[src/rtl/fppkg.sv]
// Shared FPU types: special-case codes, rounding modes, flag indices.
// Also provides a width-parametrised canonical-NaN builder.
package fppkg;

   typedef enum logic [2:0] {
      NONE        = 3'd0,
      ZERO_OP_ERR = 3'd1,
      INF_ERR     = 3'd2,
      NAN_ERR     = 3'd3,
      ZERO_ERR    = 3'd4,
      DZ_ERR      = 3'd5
   } i_err_t;

   typedef enum logic [2:0] {
      RNE = 3'b000,
      RTZ = 3'b001,
      RDN = 3'b010,
      RUP = 3'b011,
      RMM = 3'b100
   } rm_t;

   localparam int FLAG_W  = 5;
   localparam int FLAG_NV = 4;
   localparam int FLAG_DZ = 3;
   localparam int FLAG_OF = 2;
   localparam int FLAG_UF = 1;
   localparam int FLAG_NX = 0;

   // Sign 0, exponent all ones, only the mantissa MSB set.
   function automatic logic [63:0] canon_nan(
      input int unsigned exp_w,
      input int unsigned man_w
   );
      logic [63:0] r;
      r = '0;
      for (int unsigned i = 0; i < 64; i++) begin
         if (i >= man_w && i < man_w + exp_w) begin
            r = r | (64'd1 << i);
         end
      end
      r = r | (64'd1 << (man_w - 1));
      return r;
   endfunction

endpackage

[src/rtl/fp_round.sv]
// Combinational IEEE rounder: sign/exp/sig+GRS and rm in, rounded exp/man out.
// Ports: sign_i, exp_i, sig_i, rm_i -> exp_o, man_o, inexact_o, ovf_o.
module fp_round
   import fppkg::*;
#(
   parameter int EXP_W = 8,
   parameter int MAN_W = 23,
   parameter int GRS_W = 3
) (
   input  logic                   sign_i,
   input  logic [EXP_W-1:0]       exp_i,
   input  logic [MAN_W+GRS_W:0]   sig_i,
   input  logic [2:0]             rm_i,
   output logic [EXP_W-1:0]       exp_o,
   output logic [MAN_W-1:0]       man_o,
   output logic                   inexact_o,
   output logic                   ovf_o
);

   localparam logic [EXP_W-1:0] EXP_ONES = '1;

   logic             lsb;
   logic             g;
   logic             s;
   logic             up;
   logic             to_inf;
   logic             promote;
   logic [MAN_W+1:0] sum;
   logic [EXP_W:0]   exp_inc;

   assign lsb       = sig_i[GRS_W];
   assign g         = sig_i[GRS_W-1];
   assign s         = |sig_i[GRS_W-2:0];
   assign inexact_o = g | s;

   // to_inf: whether an overflow saturates to infinity or to max finite.
   always_comb begin
      up     = 1'b0;
      to_inf = 1'b1;
      unique case (1'b1)
         (rm_i == RTZ): begin
            up     = 1'b0;
            to_inf = 1'b0;
         end
         (rm_i == RDN): begin
            up     = sign_i & inexact_o;
            to_inf = sign_i;
         end
         (rm_i == RUP): begin
            up     = ~sign_i & inexact_o;
            to_inf = ~sign_i;
         end
         (rm_i == RMM): begin
            up     = g;
            to_inf = 1'b1;
         end
         // RNE, and reserved encodings fall back to RNE
         default: begin
            up     = g & (s | lsb);
            to_inf = 1'b1;
         end
      endcase
   end

   assign sum = {1'b0, sig_i[GRS_W +: MAN_W+1]}
              + {{(MAN_W+1){1'b0}}, up};

   // A denormal that rounds up into the hidden bit becomes the
   // smallest normal, so its exponent must step from 0 to 1.
   assign promote = (exp_i == '0)
                  & ~sig_i[MAN_W+GRS_W]
                  & sum[MAN_W];

   assign exp_inc = {1'b0, exp_i}
                  + {{EXP_W{1'b0}}, sum[MAN_W+1] | promote};

   assign ovf_o = (exp_inc >= {1'b0, EXP_ONES});

   // On carry-out sum[MAN_W-1:0] is already zero.
   always_comb begin
      exp_o = exp_inc[EXP_W-1:0];
      man_o = sum[MAN_W-1:0];
      if (ovf_o) begin
         if (to_inf) begin
            exp_o = EXP_ONES;
            man_o = '0;
         end else begin
            exp_o = EXP_ONES - 1'b1;
            man_o = '1;
         end
      end
   end

endmodule

[src/rtl/fp_result_pack_pipe.sv]
// Two-stage FP result packer: s1 rounds, s2 applies overrides and packs.
// Ports: in_valid/in_ready in, out_valid/out_ready out, fp_out, flags_o, fflags_o.
module fp_result_pack_pipe
   import fppkg::*;
#(
   parameter int EXP_W = 8,
   parameter int MAN_W = 23,
   parameter int GRS_W = 3
) (
   input  logic                   clk,
   input  logic                   rst_n,
   input  logic                   in_valid,
   output logic                   in_ready,
   input  logic                   sign_i,
   input  logic [EXP_W-1:0]       exp_i,
   input  logic [MAN_W+GRS_W:0]   sig_i,
   input  logic [EXP_W+MAN_W-1:0] nz_op_i,
   input  i_err_t                 err_i,
   input  logic [2:0]             rm_i,
   output logic                   out_valid,
   input  logic                   out_ready,
   output logic [EXP_W+MAN_W:0]   fp_out,
   output logic [FLAG_W-1:0]      flags_o,
   output logic [FLAG_W-1:0]      fflags_o,
   input  logic                   flags_clr_i
);

   localparam int FP_W = 1 + EXP_W + MAN_W;
   localparam logic [FP_W-1:0] CNAN =
      FP_W'(canon_nan(EXP_W, MAN_W));
   localparam logic [EXP_W-1:0] EXP_ONES = '1;

   logic                   adv2;
   logic                   ld1;
   logic                   ld2;
   logic                   hs;

   logic [EXP_W-1:0]       r_exp;
   logic [MAN_W-1:0]       r_man;
   logic                   r_inx;
   logic                   r_ovf;

   logic                   s1_valid_q, s1_valid_d;
   logic                   s1_sign_q;
   i_err_t                 s1_err_q;
   logic [EXP_W-1:0]       s1_exp_q;
   logic [MAN_W-1:0]       s1_man_q;
   logic                   s1_inx_q;
   logic                   s1_ovf_q;
   logic [EXP_W+MAN_W-1:0] s1_nz_q;

   logic                   s2_valid_q, s2_valid_d;
   logic [FP_W-1:0]        fp_q, fp_d;
   logic [FLAG_W-1:0]      flags_q, flags_d;
   logic [FLAG_W-1:0]      fflags_q, fflags_d;

   fp_round #(
      .EXP_W (EXP_W),
      .MAN_W (MAN_W),
      .GRS_W (GRS_W)
   ) u_round (
      .sign_i    (sign_i),
      .exp_i     (exp_i),
      .sig_i     (sig_i),
      .rm_i      (rm_i),
      .exp_o     (r_exp),
      .man_o     (r_man),
      .inexact_o (r_inx),
      .ovf_o     (r_ovf)
   );

   // in_ready depends only on state and out_ready, never on in_valid.
   assign adv2     = ~s2_valid_q | out_ready;
   assign in_ready = ~s1_valid_q | adv2;
   assign ld1      = in_valid & in_ready;
   assign ld2      = adv2 & s1_valid_q;
   assign hs       = s2_valid_q & out_ready;

   assign s1_valid_d = in_ready ? in_valid : s1_valid_q;
   assign s2_valid_d = adv2 ? s1_valid_q : s2_valid_q;

   always_comb begin
      fp_d    = '0;
      flags_d = '0;
      case (s1_err_q)
         NONE: begin
            fp_d             = {s1_sign_q, s1_exp_q, s1_man_q};
            flags_d[FLAG_OF] = s1_ovf_q;
            flags_d[FLAG_UF] = (s1_exp_q == '0) & s1_inx_q;
            flags_d[FLAG_NX] = s1_inx_q | s1_ovf_q;
         end
         ZERO_OP_ERR: begin
            fp_d = {s1_sign_q, s1_nz_q};
         end
         INF_ERR: begin
            fp_d = {s1_sign_q, EXP_ONES, {MAN_W{1'b0}}};
         end
         ZERO_ERR: begin
            fp_d = '0;
         end
         DZ_ERR: begin
            fp_d             = {s1_sign_q, EXP_ONES, {MAN_W{1'b0}}};
            flags_d[FLAG_DZ] = 1'b1;
         end
         default: begin
            fp_d             = CNAN;
            flags_d[FLAG_NV] = 1'b1;
         end
      endcase
   end

   // Clear wins over accumulate; a same-cycle beat still lands.
   always_comb begin
      fflags_d = fflags_q;
      if (flags_clr_i) begin
         fflags_d = hs ? flags_q : '0;
      end else if (hs) begin
         fflags_d = fflags_q | flags_q;
      end
   end

   always_ff @(posedge clk or negedge rst_n) begin
      if (!rst_n) begin
         s1_valid_q <= 1'b0;
         s1_sign_q  <= 1'b0;
         s1_err_q   <= NONE;
         s1_exp_q   <= '0;
         s1_man_q   <= '0;
         s1_inx_q   <= 1'b0;
         s1_ovf_q   <= 1'b0;
         s1_nz_q    <= '0;
         s2_valid_q <= 1'b0;
         fp_q       <= '0;
         flags_q    <= '0;
         fflags_q   <= '0;
      end else begin
         s1_valid_q <= s1_valid_d;
         s2_valid_q <= s2_valid_d;
         fflags_q   <= fflags_d;
         if (ld1) begin
            s1_sign_q <= sign_i;
            s1_err_q  <= err_i;
            s1_exp_q  <= r_exp;
            s1_man_q  <= r_man;
            s1_inx_q  <= r_inx;
            s1_ovf_q  <= r_ovf;
            s1_nz_q   <= nz_op_i;
         end
         if (ld2) begin
            fp_q    <= fp_d;
            flags_q <= flags_d;
         end
      end
   end

   assign out_valid = s2_valid_q;
   assign fp_out    = fp_q;
   assign flags_o   = flags_q;
   assign fflags_o  = fflags_q;

endmodule

[config.mk]
export PLATFORM = sky130hd
export DESIGN_NAME = fp_result_pack_pipe
export DESIGN_NICKNAME = d
export VERILOG_FILES = /design/src/rtl/fppkg.sv /design/src/rtl/fp_round.sv /design/src/rtl/fp_result_pack_pipe.sv
export SDC_FILE = /design/constraint.sdc
export NUM_CORES = 1
export LEC_CHECK = 0
export ABC_CLOCK_PERIOD_IN_PS = 2400
export BUFFER_PORTS_ARGS = -buffer_cell sky130_fd_sc_hd__buf_2
export CORE_AREA = 2 2 120 122
export CTS_CLUSTER_DIAMETER = 150
export DETAILED_ROUTE_END_ITERATION = 8
export DIE_AREA = 0 0 122 124
export SLEW_MARGIN = 20
export SYNTH_ARGS = -nofsm -noshare
export SYNTH_HDL_FRONTEND = slang
export SYNTH_SLANG_ARGS = --single-unit
[constraint.sdc]
create_clock -name clk -period 2.4 [get_ports clk]
set_clock_uncertainty 0.15 [all_clocks]
set_input_delay 0.48 -clock clk [delete_from_list [all_inputs] [get_ports clk]]
set_output_delay 0.48 -clock clk [all_outputs]
set_load 0.01 [all_outputs]
==> reports/qor.csv, run 1 <==
stage;metric;value;unit
final_layout;insertedDiodeCount;0;
logic_synthesis;syn_inst;613;
global_routing;grt_util_all_layers;20.5;%
outcome;violations;negative setup slack;
worst_hold_path;holdPathStages;3;
sta;layout_min_cycle_time;3.47;ns
global_routing;grt_pass1_vias;4993;
logic_synthesis;synth_seq_area_share;51.6;%
floorplanning;row_count;43;
logic_synthesis;synth_top_area_share;51.6;%
logic_synthesis;ys_top_cells_by_area;dfrtp_1, nand2_1, o21ai_0;
final_layout;finalInstanceArea;7360;sq um
final_layout;final_net_count;876;
logic_synthesis;yosysUniqueCellTypes;52;
clocking;cts_sinks;112;
logic_synthesis;ys_seq_elements;112;
sta;setup_viol;32;
floorplanning;initial_core_util;39.6;%
logic_synthesis;synth_top_family_by_area;simple AND/OR/NAND/NOR gates;
sta;worstMarginPinSlew;0.577;ns
sta;postLayoutSetupSlackWorst;-1.07;ns
final_layout;area_delta_synth_final;35.6;%
sta;hold_viol;0;
detailed_routing;drc;0;
critical_path;critical-path-top-delay-family;simple AND/OR/NAND/NOR gates;
critical_path;path_buf_inv;5;
clocking;root_buffer;clkbuf_16;
critical_path;cp_common_cell;ha_4;
logic_synthesis;yosys_warnings;0;
worst_hold_path;holdCritPathClass;input pin to register;
global_routing;grt_max_degree;61;
logic_synthesis;yosys.area_share.simple;23.1;%
floorplanning;die_area;15100;sq um
critical_path;r2r.worst_path.cells;5;
logic_synthesis;synth_top_area_cell;dfrtp_1;
clocking;clkTransAtPathRegs;0.07;ns
final_layout;final_layout_size_suffix_gt1_share;33.7;%
sta;grt_setup_unrepaired;yes;
critical_path;critPathRequiredTime;2.52;ns
sta;clock.fmax;288;MHz
logic_synthesis;synth_compound_area_share;15.7;%
final_layout;fillers;1295;
outcome;status;finished, violations left;
logic_synthesis;synth_nets;695;
power_and_ir_drop;vdd_drop_max;368;uV
detailed_routing;first_pass_iters;5;
floorplanning;core_area;13700;sq um
detailed_routing;vias;4992;
logic_synthesis;synth_edf_count;0;
sta;period_share;145;%
critical_path;worst-path-stages;25;
placed_design;placed_area;6740;sq um
power_and_ir_drop;p_total;4.91;mW
clocking;cts_tree;built;
global_routing;grt_antenna_before_repair;0;
placed_design;hpwlAfterDp;11200;um
logic_synthesis;syn_area;5430;sq um
power_and_ir_drop;p_per_area;667;nW/um^2
logic_synthesis;synthFlopType;dfrtp_1;
sta;fin_hold_ws;0.175;ns
final_layout;seqCellArea;2800;sq um
critical_path;crit_type;input pin to register;
critical_path;cp_slowest_cell;nor4bb_4;
final_layout;multi_input_area;2650;sq um
power_and_ir_drop;leakage;3.52;nW
critical_path;end_kind;register;
critical_path;cp.arrival;3.60;ns
placed_design;globalplace.congestion;0.865;
detailed_routing;via_per_inst;5.10;
floorplanning;die_x;122;um
sta;slew_headroom;61.4;%
logic_synthesis;synthXorXnorAreaFrac;4.36;%
detailed_routing;ant_nets;0;
detailed_routing;drt-initial-drc-count;334;
logic_synthesis;synth_mux_area_share;0.184;%
logic_synthesis;syn_avg_cell_area;8.85;sq um
critical_path;cp_max_fo;7;
floorplanning;pin_count;122;
detailed_routing;drt_wl_total;14900;um
detailed_routing;routedWlPerCell;15.2;um
logic_synthesis;synthAdderAreaFrac;0.922;%
sta;maxSlewViolCount;0;
clocking;clock_latency;0.35;ns
critical_path;cp-start-kind;input pin;
flow_run;cap_violations;0;
global_routing;grt_pass1_wl;24400;um
critical_path;critPathMaxStageDelay;0.24;ns
placed_design;portBuffers;121;
clocking;cts_buffer_depth;2;
floorplanning;die_y;124;um
logic_synthesis;async_reset_ff_share;100;%
global_routing;grt-ovfl-total;0;
placed_design;pre_cts_ws;-1.51;ns
clocking;cts_max_level;3;
clocking;cts_inserted_buffers;9;
==> final cells by class <==
cell class              count  area share (%)
flip-flops and latches    112            38.1
repair buffers            206            18.3
clock inverters             2           0.527
well taps                 180            3.06
multi-input cells         456            36.0
clock buffers              13            3.54
inverters                   9           0.493
==> state kept, by name (all words and copies together) (netlist names) <==
name / cells
s1_nz_q: 31
s1_valid_q: 1
out_valid: 1
s1_err_q: 3
fflags_o: 5
s1_ovf_q: 1
flags_o: 5
s1_exp_q: 8
fp_out: 32
s1_inx_q: 1
s1_sign_q: 1
s1_man_q: 23
==> path summary, 6_finish.rpt <==
| kind | from | end | slack [ns] |
|---|---|---|---|
| min | nz_op_i[25] | s1_nz_q[25]$_DFFE_PN0P_ | 0.18 |
| max | rm_i[0] | s1_man_q[1]$_DFFE_PN0P_ | -1.07 |
| max in group asynchronous | rst_n | fp_out[23]$_DFFE_PN0P_ | 0.96 |
| max reg2reg | s1_err_q[2]$_DFFE_PN0P_ | fp_out[15]$_DFFE_PN0P_ | 0.49 |
| min reg2reg | s1_nz_q[19]$_DFFE_PN0P_ | s1_nz_q[19]$_DFFE_PN0P_ | 0.33 |
| min in group asynchronous | rst_n | fp_out[10]$_DFFE_PN0P_ | 0.43 |
==> synthesized netlist by cell type, types with 4 or more instances <==
master,count
ha_1,4
buf_4,4
a22oi_1,22
nor2_1,37
a211oi_1,8
o21a_1,7
xor2_1,8
clkbuf_1,21
nand2_1,176
xnor2_1,19
buf_2,4
and3_1,5
o21ai_1,5
nand2b_1,4
nand4_1,10
inv_1,9
a31oi_1,4
nand3_1,23
a21oi_1,21
nor3_1,5
o21ai_0,61
dfrtp_1,112
==> where the power goes <==
| group | switching (mW) | internal, mW |
|---|---|---|
| sequential | 0.199 | 2.16 |
| clock | 0.639 | 0.864 |
| combinational | 0.597 | 0.443 |
| total | 1.43 | 3.47 |
==> metal layers <==
layer | global-route usage (%) | part of all wire, %
met5 | 0 | 0
met2 | 32.5 | 46
met3 | 2.98 | 5.0
met4 | 6.75 | 1.9
met1 | 29.0 | 47
==> timing repair <==
action,4_1_cts,5_1_grt
hold endpoints to repair,23,0
pin swaps,23,21
endpoints found under the setup margin,32,32
gates resized for setup,44,12
hold buffers,1,0
buffers inserted,6,5
gates cloned,1,0
==> kinds of logic (layout without fill, tap and decap cells) <==
group | count (synthesis) | count (layout)
xor+xnor | 27 | 27
fa+ha+maj | 4 | 4
mux | 1 | 1
buf+inv | 45 | 230
flops | 112 | 112
simple gates | 283 | 283
compound gates | 141 | 141
==> placed cells by master, fill, tap and decap left out, types with 2 or more instances in the layout <==
master and n:
nor2b_1 2, o21ai_2 6, clkbuf_16 9, o22a_1 2, nand2b_1 4, o31ai_1 2
clkbuf_1 2, o21a_1 7, o21ai_1 13, nor2_4 2, o21ai_0 47, a22oi_1 22
nand2_1 173, nor2_1 34, buf_4 73, dfrtp_1 112, and4_2 2, buf_12 4
nor2_2 2, xnor2_1 18, ha_4 3, xor2_1 8, a31oi_1 3, a21oi_1 12
and3_1 4, inv_1 8, buf_2 118, a21oi_2 10, buf_6 9, nand2_2 2
nor4_4 2, a211oi_2 2, a211oi_1 6, nand4_1 10, clkbuf_8 2, a21o_1 2
nand3_1 22, nor3_1 5
==> stage by stage <==
stage	util (%)	instances	setup TNS, ns
after floorplan	-	613	-35.59
after global placement	49.2	953	-38.23
after detailed placement	49.2	953	-43.05
after CTS	53.2	976	-29.32
after global routing	53.6	978	-37.40
final	53.6	978	-30.42
==> tightest hold or removal path: cells and delay by family <==
kind / cells / cell delay [ns]
buffers and inverters: 1 / 0.07
AND/OR/NAND/NOR: 2 / 0.09
Power figures use the tool's default switching activity.
==> run 2: changes to the inputs <==
--- a/config.mk
+++ b/config.mk
@@ -7,10 +7,11 @@
 export LEC_CHECK = 0
 export ABC_CLOCK_PERIOD_IN_PS = 2400
 export BUFFER_PORTS_ARGS = -buffer_cell sky130_fd_sc_hd__buf_2
-export CORE_AREA = 2 2 120 122
+export CORE_AREA = 2 2 104 106
 export CTS_CLUSTER_DIAMETER = 150
 export DETAILED_ROUTE_END_ITERATION = 8
-export DIE_AREA = 0 0 122 124
+export DIE_AREA = 0 0 106 108
+export PLACE_DENSITY = 0.83
 export SLEW_MARGIN = 20
 export SYNTH_ARGS = -nofsm -noshare
 export SYNTH_HDL_FRONTEND = slang
==> reports/qor.csv, run 2 (same netlist as run 1, synthesis figures left out) <==
stage;metric;value;unit;change
sta;setup_viol;32;;unchanged
critical_path;critPathRequiredTime;2.56;ns;+0.04 ns
sta;clock.fmax;287;MHz;-0.36%
floorplanning;die_x;106;um;-13%
clocking;cts_tree;built;;
sta;hold_viol;0;;unchanged
power_and_ir_drop;p_per_area;619;nW/um^2;-7.2%
critical_path;end_kind;register;;
placed_design;portBuffers;121;;unchanged
critical_path;cp_slowest_cell;ha_2;;
critical_path;crit_type;input pin to register;;
sta;layout_min_cycle_time;3.48;ns;+0.0125 ns
clocking;clock_latency;0.38;ns;+0.03 ns
final_layout;largest_reg_flops;32;;unchanged
clocking;cts_max_level;3;;unchanged
sta;maxSlewViolCount;0;;unchanged
global_routing;grt_util_all_layers;27.0;%;+6.5 points
flow_run;cap_violations;0;;unchanged
floorplanning;die_area;11400;sq um;-24%
critical_path;setup.worst_path.start;rm_i[0];;
final_layout;final_net_count;882;;+0.68%
power_and_ir_drop;vdd_drop_max;312;uV;-15%
critical_path;path_cells;buf_8 -> buf_4 -> nor2_1 -> o21ai_0 -> a21oi_2 -> ha_2 -> nand2_4 -> nor4_4 -> nand2_1 -> o21ai_1 -> and3_1 -> ha_4 -> ha_4 -> nor2b_4 -> a211oi_2 -> o31ai_2 -> and2_4 -> buf_12 -> a21oi_4 -> buf_12 -> a21oi_2;;
critical_path;cp-start-kind;input pin;;
final_layout;final_common_cell;nand2_1;;
worst_hold_path;hold_start;err_i[0];;
detailed_routing;drc;0;;unchanged
final_layout;final_layout_size_suffix_gt1_share;33.8;%;+0.12 points
power_and_ir_drop;leakage;3.50;nW;-0.48%
final_layout;final_cells;940;;-3.9%
placed_design;globalplace.congestion;0.909;;+5.1%
clocking;cts_buffer_depth;2;;unchanged
detailed_routing;ant_nets;0;;unchanged
critical_path;cp_max_fo;8;;+1
sta;slew_headroom;44.9;%;-16 points
global_routing;grt_pass1_vias;5146;;+3.1%
critical_path;cp.arrival;3.64;ns;+0.04 ns
clocking;root_buffer;clkbuf_8;;
floorplanning;row_count;37;;-14%
clocking;cts_sinks;112;;unchanged
clocking;cts_inserted_buffers;9;;unchanged
floorplanning;pin_count;122;;unchanged
outcome;status;finished, violations left;;
clocking;clkTransAtPathRegs;0.09;ns;+0.02 ns
final_layout;final_cell_mix;nand2_1, buf_2, dfrtp_1;;
power_and_ir_drop;p_seq_share;52.8;%;+4.6 points
global_routing;grt_pass1_wl;24300;um;-0.17%
detailed_routing;drt_wl_total;15100;um;+1.1%
placed_design;placedCellCount;909;;-4.6%
power_and_ir_drop;power_switching;1.39;mW;-3.1%
placed_design;hpwlAfterDp;11000;um;-2.1%
power_and_ir_drop;clockPowerShare;23.4;%;-7.2 points
sta;postLayoutSetupSlackWorst;-1.08;ns;-0.0125 ns
detailed_routing;routedWlPerCell;16.0;um;+5.2%
power_and_ir_drop;p_total;4.47;mW;-8.9%
critical_path;critPathMaxStageDelay;0.25;ns;about the same
sta;period_share;145;%;+0.52 points
power_and_ir_drop;internal-power;3.08;mW;-11%
global_routing;grt_max_degree;47;;-23%
sta;fin_hold_ws;0.145;ns;-0.0305 ns
floorplanning;die_y;108;um;-13%
floorplanning;initial_core_util;53.1;%;+13 points
power_and_ir_drop;p_comb_share;23.8;%;+2.6 points
final_layout;area_delta_synth_final;33.0;%;
sta;finalSetupTns;-30.14;ns;+0.276 ns
sta;worstMarginPinSlew;0.827;ns;+0.250 ns
final_layout;insertedDiodeCount;0;;unchanged
sta;grt_setup_unrepaired;yes;;
outcome;violations;negative setup slack;;
power_and_ir_drop;swShare;31.1;%;+1.9 points
detailed_routing;via_per_inst;5.55;;+8.7%
detailed_routing;vias;5215;;+4.5%
global_routing;grt-ovfl-total;0;;unchanged
final_layout;fillers;756;;-42%
detailed_routing;drt-initial-drc-count;492;;+47%
critical_path;r2r-start;out_valid$_DFFE_PN0P_;;
floorplanning;core_area;10200;sq um;-25%
detailed_routing;first_pass_iters;5;;unchanged
global_routing;grt_antenna_before_repair;0;;unchanged
worst_hold_path;holdCritPathClass;input pin to register;;
-- run 2: changes by cell type in the layout (fill, tap and decap cells not counted), sizes merged --
cell / before / now
clkinv: 1 / 2
buf: 205 / 211
bufinv: 1 / 0
-- run 2: stage by stage --
step           util (%)  cell area, sq um  setup slack (ns)
2_1_floorplan         -              5520             -1.26
3_3_place_gp       65.6              6710             -1.29
3_5_place_dp       65.6              6710             -1.46
4_1_cts            69.0              7060            -0.986
5_1_grt            70.6              7220             -1.27
6_report           70.6              7220             -1.08
-- run 2: repair_timing --
item / CTS / global route
resized for setup: 30 / 19
pin swaps: 27 / 27
hold endpoints to repair: 23 / 0
endpoints found under the setup margin: 32 / 32
setup buffers: 4 / 9
gates cloned: 2 / 0
hold buffers: 1 / 0
-- run 2: cell type report --
class | count | area, sq um | share of cell area [%]
multi-input cells | 456 | 2620 | 36.3
inverters | 9 | 36.3 | 0.503
repair buffers | 212 | 1400 | 19.4
clock buffers | 13 | 169 | 2.34
flip-flops and latches | 112 | 2800 | 38.8
clock inverters | 2 | 13.8 | 0.191
well taps | 136 | 170 | 2.36
-- run 2: metal layers --
layer | vias to the layer above | share of wire, % | GRT usage, %
met5 | - | 0 | 0
met4 | 0 | 1.9 | 10.1
met3 | 29 | 6.9 | 4.16
met2 | 223 | 50 | 45.2
met1 | 2500 | 41 | 36.0
li1 | 2463 | - | -
-- run 2: final timing paths --
kind,to,slack (ns),depth (start not counted)
max,s1_man_q[22]$_DFFE_PN0P_,-1.08,21
min,s1_err_q[0]$_DFFE_PN0P_,0.14,3
max reg2reg,s1_nz_q[5]$_DFFE_PN0P_,0.29,5
min reg2reg,fp_out[10]$_DFFE_PN0P_,0.33,2
max in group asynchronous,s1_exp_q[4]$_DFFE_PN0P_,1.06,3
min in group asynchronous,fp_out[11]$_DFFE_PN0P_,0.40,2
-- run 2: critical path, delay by kind of cell --
kind / cells / cell delay, ns
AND/OR/NAND/NOR: 7 / 1.13
buffers and inverters: 4 / 0.53
AO/OA/AOI/OAI: 7 / 0.88
adder cells (fa/ha/maj): 3 / 0.59
-- run 2: power by group through the flow --
| stage | Clock (mW) | Combinational [mW] | Sequential (mW) |
|---|---|---|---|
| after floorplan | 0 | 0.496 | 2.39 |
| after global placement | 0 | 0.967 | 2.38 |
| after detailed placement | 0 | 1.01 | 2.39 |
| after CTS | 1.06 | 1.03 | 2.36 |
| after global routing | 1.14 | 1.19 | 2.39 |
| final | 1.05 | 1.06 | 2.36 |
